[src/rtl/fetch_unit.sv]
// fetch_unit: PC generation + instruction fetch feeding a 2-entry {pc, instr} queue to decode.
// Latency: instruction fetched at edge N is on out_* in the following cycle; redirect-to-valid = 2 cycles.
// Backpressure: out_ready=0 lets the queue fill to 2, then PC holds; enqueue+dequeue when full is allowed.
// Ports: clock/reset (async active-low); fetch_enable; imem_addr/imem_data (combinational memory);
//        redirect_valid/redirect_target; out_valid/out_instr/out_pc/out_ready (decode handshake);
//        fault (sticky misaligned redirect), busy (fetching state).
module fetch_unit #(
  parameter logic [31:0] RESET_PC   = 32'h0000_0000,
  parameter int          IMEM_WORDS = 32,
  parameter int          QDEPTH     = 2
) (
  input  logic        clock,
  input  logic        reset,
  input  logic        fetch_enable,
  output logic [31:0] imem_addr,
  input  logic [31:0] imem_data,
  input  logic        redirect_valid,
  input  logic [31:0] redirect_target,
  output logic        out_valid,
  output logic [31:0] out_instr,
  output logic [31:0] out_pc,
  input  logic        out_ready,
  output logic        fault,
  output logic        busy
);

  localparam logic [31:0] PC_LIMIT = 32'(IMEM_WORDS * 4);

  typedef enum logic [1:0] {S_IDLE, S_RUN, S_DONE, S_FAULT} state_e;

  state_e      state_q, state_d;
  logic [31:0] pc_q, pc_d;
  logic [31:0] qpc_q  [2];
  logic [31:0] qins_q [2];
  logic        head_q, head_d;
  logic        tail_q, tail_d;
  logic [1:0]  count_q, count_d;

  logic run_st;
  logic deq, can_enq, flush;
  logic redir_live, redir_ok, redir_bad;
  logic pc_in_range, tgt_in_range;

  // A fault is terminal, so redirects are ignored once in it.
  assign redir_live   = redirect_valid && (state_q != S_FAULT);
  assign redir_ok     = redir_live && (redirect_target[1:0] == 2'b00);
  assign redir_bad    = redir_live && (redirect_target[1:0] != 2'b00);
  assign flush        = redir_live;
  assign pc_in_range  = pc_q < PC_LIMIT;
  assign tgt_in_range = redirect_target < PC_LIMIT;

  assign imem_addr = pc_q;
  assign out_valid = (count_q != 2'd0);
  assign out_pc    = out_valid ? qpc_q[head_q]  : 32'h0;
  assign out_instr = out_valid ? qins_q[head_q] : 32'h0;

  assign deq = out_valid & out_ready;
  // Room exists if not full, or if the head leaves this same cycle.
  assign can_enq = run_st & fetch_enable & pc_in_range & ~redirect_valid &
                   ((count_q < 2'(QDEPTH)) | deq);

  // ---------------- FSM: state register ----------------
  always_ff @(posedge clock or negedge reset) begin
    if (!reset) state_q <= S_IDLE;
    else        state_q <= state_d;
  end

  // ---------------- FSM: next state ----------------
  always_comb begin
    state_d = state_q;
    if (state_q == S_FAULT) begin
      state_d = S_FAULT;
    end else if (redir_bad) begin
      state_d = S_FAULT;
    end else if (redir_ok) begin
      // An IDLE unit only takes the new PC; it starts fetching on fetch_enable.
      if (state_q != S_IDLE) state_d = tgt_in_range ? S_RUN : S_DONE;
    end else begin
      case (state_q)
        S_IDLE:  if (fetch_enable) state_d = S_RUN;
        S_RUN: begin
          if (!pc_in_range)       state_d = S_DONE;
          else if (!fetch_enable) state_d = S_IDLE;
        end
        default: state_d = state_q;
      endcase
    end
  end

  // ---------------- FSM: outputs ----------------
  always_comb begin
    run_st = (state_q == S_RUN);
    busy   = (state_q == S_RUN);
    fault  = (state_q == S_FAULT);
  end

  // ---------------- PC and queue pointers ----------------
  always_comb begin
    pc_d    = pc_q;
    head_d  = head_q;
    tail_d  = tail_q;
    count_d = count_q;
    if (redir_ok)     pc_d = redirect_target;
    else if (can_enq) pc_d = pc_q + 32'd4;
    if (flush) begin
      // A same-cycle dequeue is still discarded along with everything else.
      head_d  = 1'b0;
      tail_d  = 1'b0;
      count_d = 2'd0;
    end else begin
      if (can_enq) tail_d = ~tail_q;
      if (deq)     head_d = ~head_q;
      count_d = count_q + {1'b0, can_enq} - {1'b0, deq};
    end
  end

  always_ff @(posedge clock or negedge reset) begin
    if (!reset) begin
      pc_q      <= RESET_PC;
      head_q    <= 1'b0;
      tail_q    <= 1'b0;
      count_q   <= 2'd0;
      qpc_q[0]  <= 32'h0;
      qpc_q[1]  <= 32'h0;
      qins_q[0] <= 32'h0;
      qins_q[1] <= 32'h0;
    end else begin
      pc_q    <= pc_d;
      head_q  <= head_d;
      tail_q  <= tail_d;
      count_q <= count_d;
      if (can_enq) begin
        qpc_q[tail_q]  <= pc_q;
        qins_q[tail_q] <= imem_data;
      end
    end
  end

endmodule

[config.mk]
export PLATFORM = sky130hd
export DESIGN_NAME = fetch_unit
export DESIGN_NICKNAME = d
export VERILOG_FILES = /design/src/rtl/fetch_unit.sv
export SDC_FILE = /design/constraint.sdc
export NUM_CORES = 1
export LEC_CHECK = 0
export ABC_AREA = 1
export CAP_MARGIN = 20
export CORE_MARGIN = 2
export CORE_UTILIZATION = 54
export CTS_BUF_LIST = sky130_fd_sc_hd__clkbuf_16
export DETAILED_ROUTE_END_ITERATION = 10
export GPL_TIMING_DRIVEN = 0
export PLACE_DENSITY_LB_ADDON = 0.05
export SYNTH_ARGS = -nofsm -noshare
export SYNTH_HDL_FRONTEND = slang
export SYNTH_SLANG_ARGS = --single-unit
[constraint.sdc]
create_clock -name clock -period 3.3 [get_ports clock]
set_input_delay 0.66 -clock clock [delete_from_list [all_inputs] [get_ports clock]]
set_output_delay 0.66 -clock clock [all_outputs]
set_load 0.005 [all_outputs]
==> results.tsv <==
stage	metric	value	unit
run_status	status	completed	
critical_path	Startpoint Class	register	
pwr	final total power	6.05	mW
route	drt pass-1 iters	5	
timing	Final Hold Vio Count	0	
route	vias	6539	
critical_path	R2R setup slack	0.76	ns
die	die area	14600	um^2
cells_and_area	Layout Nets	1179	
clock_network	Reg clk slew, reported paths	0.07	ns
clock_network	htree depth	4	
timing	crit share post-route	96.0	%
placed_design	Detail Placement HPWL	12900	um
cells_and_area	Core Util, Final	74.3	%
clock_network	Clock Latency Late Sink	0.42	ns
critical_path	worst-case reg-to-reg path depth	14	
pwr	Switch Pwr	1.92	mW
route	final WL	18600	um
die	Cell Rows	42	
cells_and_area	Final Cell Area	9880	um^2
cells_and_area	non-filler cells, final	1296	
pwr	Clock power frac	33.2	%
timing	minimum hold slack	0.140	ns
placed_design	Placed Cells	1264	
clock_network	# clock sinks	166	
cells_and_area	n_diodes	0	
run	MaxCap Viol Count	0	
critical_path	slowest CP cell	clkdlybuf4s50_1	
global_route	global route overflow	0	
placed_design	Final GP Congestion	0.851	
timing	f_max	316	MHz
clock_network	Clock Tree Buf Depth	2	
placed_design	dpl ws	0.0911	ns
logic_synthesis	Synthesis Warnings	0	
cells_and_area	layout cells sized above 1	5.36	%
clock_network	buffer count from post-CTS setup fixing	0	
pwr	switch share	31.8	%
critical_path	CP Launch Point	count_q[1]	
timing	worst slew pin tran	0.594	ns
die	die height	121	um
die	I/O pins	168	
clock_network	CTS root buffer	clkbuf_16	
critical_path	crit-path cells	nor2_1 -> clkbuf_1 -> clkbuf_1 -> a21oi_1 -> clkdlybuf4s50_1	
critical_path	Required @ worst endpoint	2.64	ns
logic_synthesis	top post-synthesis cells by area	dfrtp_1 57%, nand2_1 17%, inv_1 5.9%, o21ai_0 4.8%, a21oi_1 4.6%	
timing	PnR worst setup slack	0.132	ns
pwr	P_int	4.13	mW
critical_path	Reg-to-Reg Start	imem_addr[26]	
logic_synthesis	Mapped Cells	920	
timing	Worst slew margin	60.4	%
logic_synthesis	Post-Syn Nets	992	
placed_design	placed cell area	9280	um^2
pwr	PwrDens	613	nW/um^2
cells_and_area	layout overhead on the synthesized area	34.4	%
route	vias per cell	5.05	
critical_path	Worst R2R End	count_q[1]	
global_route	antenna violations before repair	0	
clock_network	post_cts resized	0	
pwr	Max VDD drop	0.567	mV
timing	max-slew violations	0	
timing	final worst path period need	3.17	ns
global_route	vias in the first global route	6180	
timing	skew final	0.00826	ns
pwr	Static Leak	4.82	nW
critical_path	worst-path fanout max	10	
critical_path	Worst Path Arrival	2.51	ns
critical_path	Setup crit end	out_pc[4]	
timing	Setup-failing EPs final	0	
timing	unrepaired setup endpoints after global routing	no	
logic_synthesis	post-synthesis cell type count	22	
global_route	GRT Total Usage	26.2	%
min_path	HP Class	input pin to asynchronous set/reset pin	
clock_network	CTS tree	done	
route	DRC	0	
die	Starting Density	55.3	%
route	Final ANT Viol Nets	0	
global_route	pin count of the biggest net entering global routing	108	
clock_network	CTS Buf Count	17	
route	WL/cell	14.4	um
global_route	first-pass GRT wire length	29900	um
critical_path	Setup Crit Path Kind	register to output port	
pwr	sequential share of power	40.3	%
timing	total negative slack	0	ns
die	core area	13300	um^2
critical_path	crit-path max cell delay	0.51	ns
logic_synthesis	Yosys top cell area share	56.5	%
critical_path	Critical Path Sink Type	output port	
logic_synthesis	synthesized cell area	7350	um^2
logic_synthesis	post-synth top area cell	dfrtp_1	
logic_synthesis	FF+latch count, synth	166	
placed_design	I/O Buffers	167	
die	Die X	121	um
logic_synthesis	sequential-to-total area share from yosys stat	56.5	%
pwr	power share of the combinational group	26.5	%
critical_path	most used cell, CP	clkbuf_1	
route	DRC marker count from the first detailed-route iteration	563	
logic_synthesis	Syn Area/Cell	7.99	um^2
clock_network	# hold bufs at CTS	0	
synth_stat cells:
cell	count
buf_2	21
nand4_2	1
nor3_1	2
a22oi_1	1
nand4_1	2
inv_1	115
nor2_4	1
dfrtp_1	166
nand2_1	339
inv_2	1
buf_1	7
nand3_1	25
or2_2	1
nor2_1	40
o21ai_1	27
clkbuf_1	23
o21ai_0	70
ha_1	3
xor2_1	5
xnor2_1	1
nor4_4	1
a21oi_1	68
registers in the layout, indices dropped and copies added (netlist names):
register,flops
count_q,2
head_q,1
imem_addr,32
qins_q,64
qpc_q,64
state_q,2
tail_q,1
kinds of logic (layout without fill, tap and decap cells):
| logic type | Yosys count | after routing | share of synthesized area (%) |
|---|---|---|---|
| xor+xnor | 6 | 6 | 0.715 |
| buf+inv | 167 | 367 | 8.88 |
| fa+ha+maj | 3 | 3 | 0.511 |
| flops | 166 | 166 | 56.5 |
| simple gates | 412 | 412 | 22.1 |
| compound gates | 166 | 166 | 11.3 |
cell type report:
class | count | area (um^2)
fillers | 1058 | 3420
clock inverters | 15 | 176
repair buffers | 168 | 1700
inverters | 116 | 435
well taps | 176 | 220
plain buffers | 51 | 219
flip-flops and latches | 166 | 4150
clock buffers | 17 | 425
multi-input cells | 587 | 2540
placed cells by master (no fill, tap or decap):
master and count:
nor2_4 1, nand3_1 25, buf_8 1, xnor2_1 1, nand4_1 2, nor3_1 2, clkbuf_1 22, inv_1 116
buf_2 21, clkbuf_16 17, clkdlybuf4s50_1 166, ha_1 3, bufinv_16 3, dfrtp_1 166, clkinvlp_4 5, clkinv_2 2
a22oi_1 1, xor2_1 5, a21oi_1 68, nor4_4 1, nand2_1 339, buf_1 7, inv_6 3, o21ai_1 27
buf_16 1, inv_2 1, nand4_2 1, or2_2 1, o21ai_0 70, nor2_1 40, clkinv_4 1, clkbuf_2 1
worst min path at each step:
stage / slack [ns] / to / startpoint
after global routing: 0.17 / qins_q[37] / reset
after global placement: 0.45 / qpc_q[12] / qpc_q[12]
final: 0.14 / qins_q[37] / reset
after detailed placement: 0.45 / qpc_q[24] / qpc_q[24]
after CTS: 0.16 / qins_q[37] / reset
after floorplan: 0.36 / count_q[0] / reset
power groups by stage:
stage / clock network [mW] / logic, mW / registers [mW]
2_1_floorplan: 0 / 0.747 / 2.45
3_3_place_gp: 0 / 1.58 / 2.46
3_5_place_dp: 0 / 1.60 / 2.47
4_1_cts: 2.03 / 1.61 / 2.43
5_1_grt: 2.12 / 1.77 / 2.46
6_report: 2.01 / 1.61 / 2.44
per-layer routing:
layer	track usage (%)	routed length [um]
met4	7.49	306
met5	0	0
met1	36.1	8390
met3	5.42	837
met2	42.4	9070
worst max-delay path: cells and delay by family (launching register included):
family	cells	cell delay, ns
buf+inv	3	1.44
flops	1	0.41
simple gates	1	0.15
compound gates	1	0.08
No activity file was read; power rests on OpenSTA's default activity.
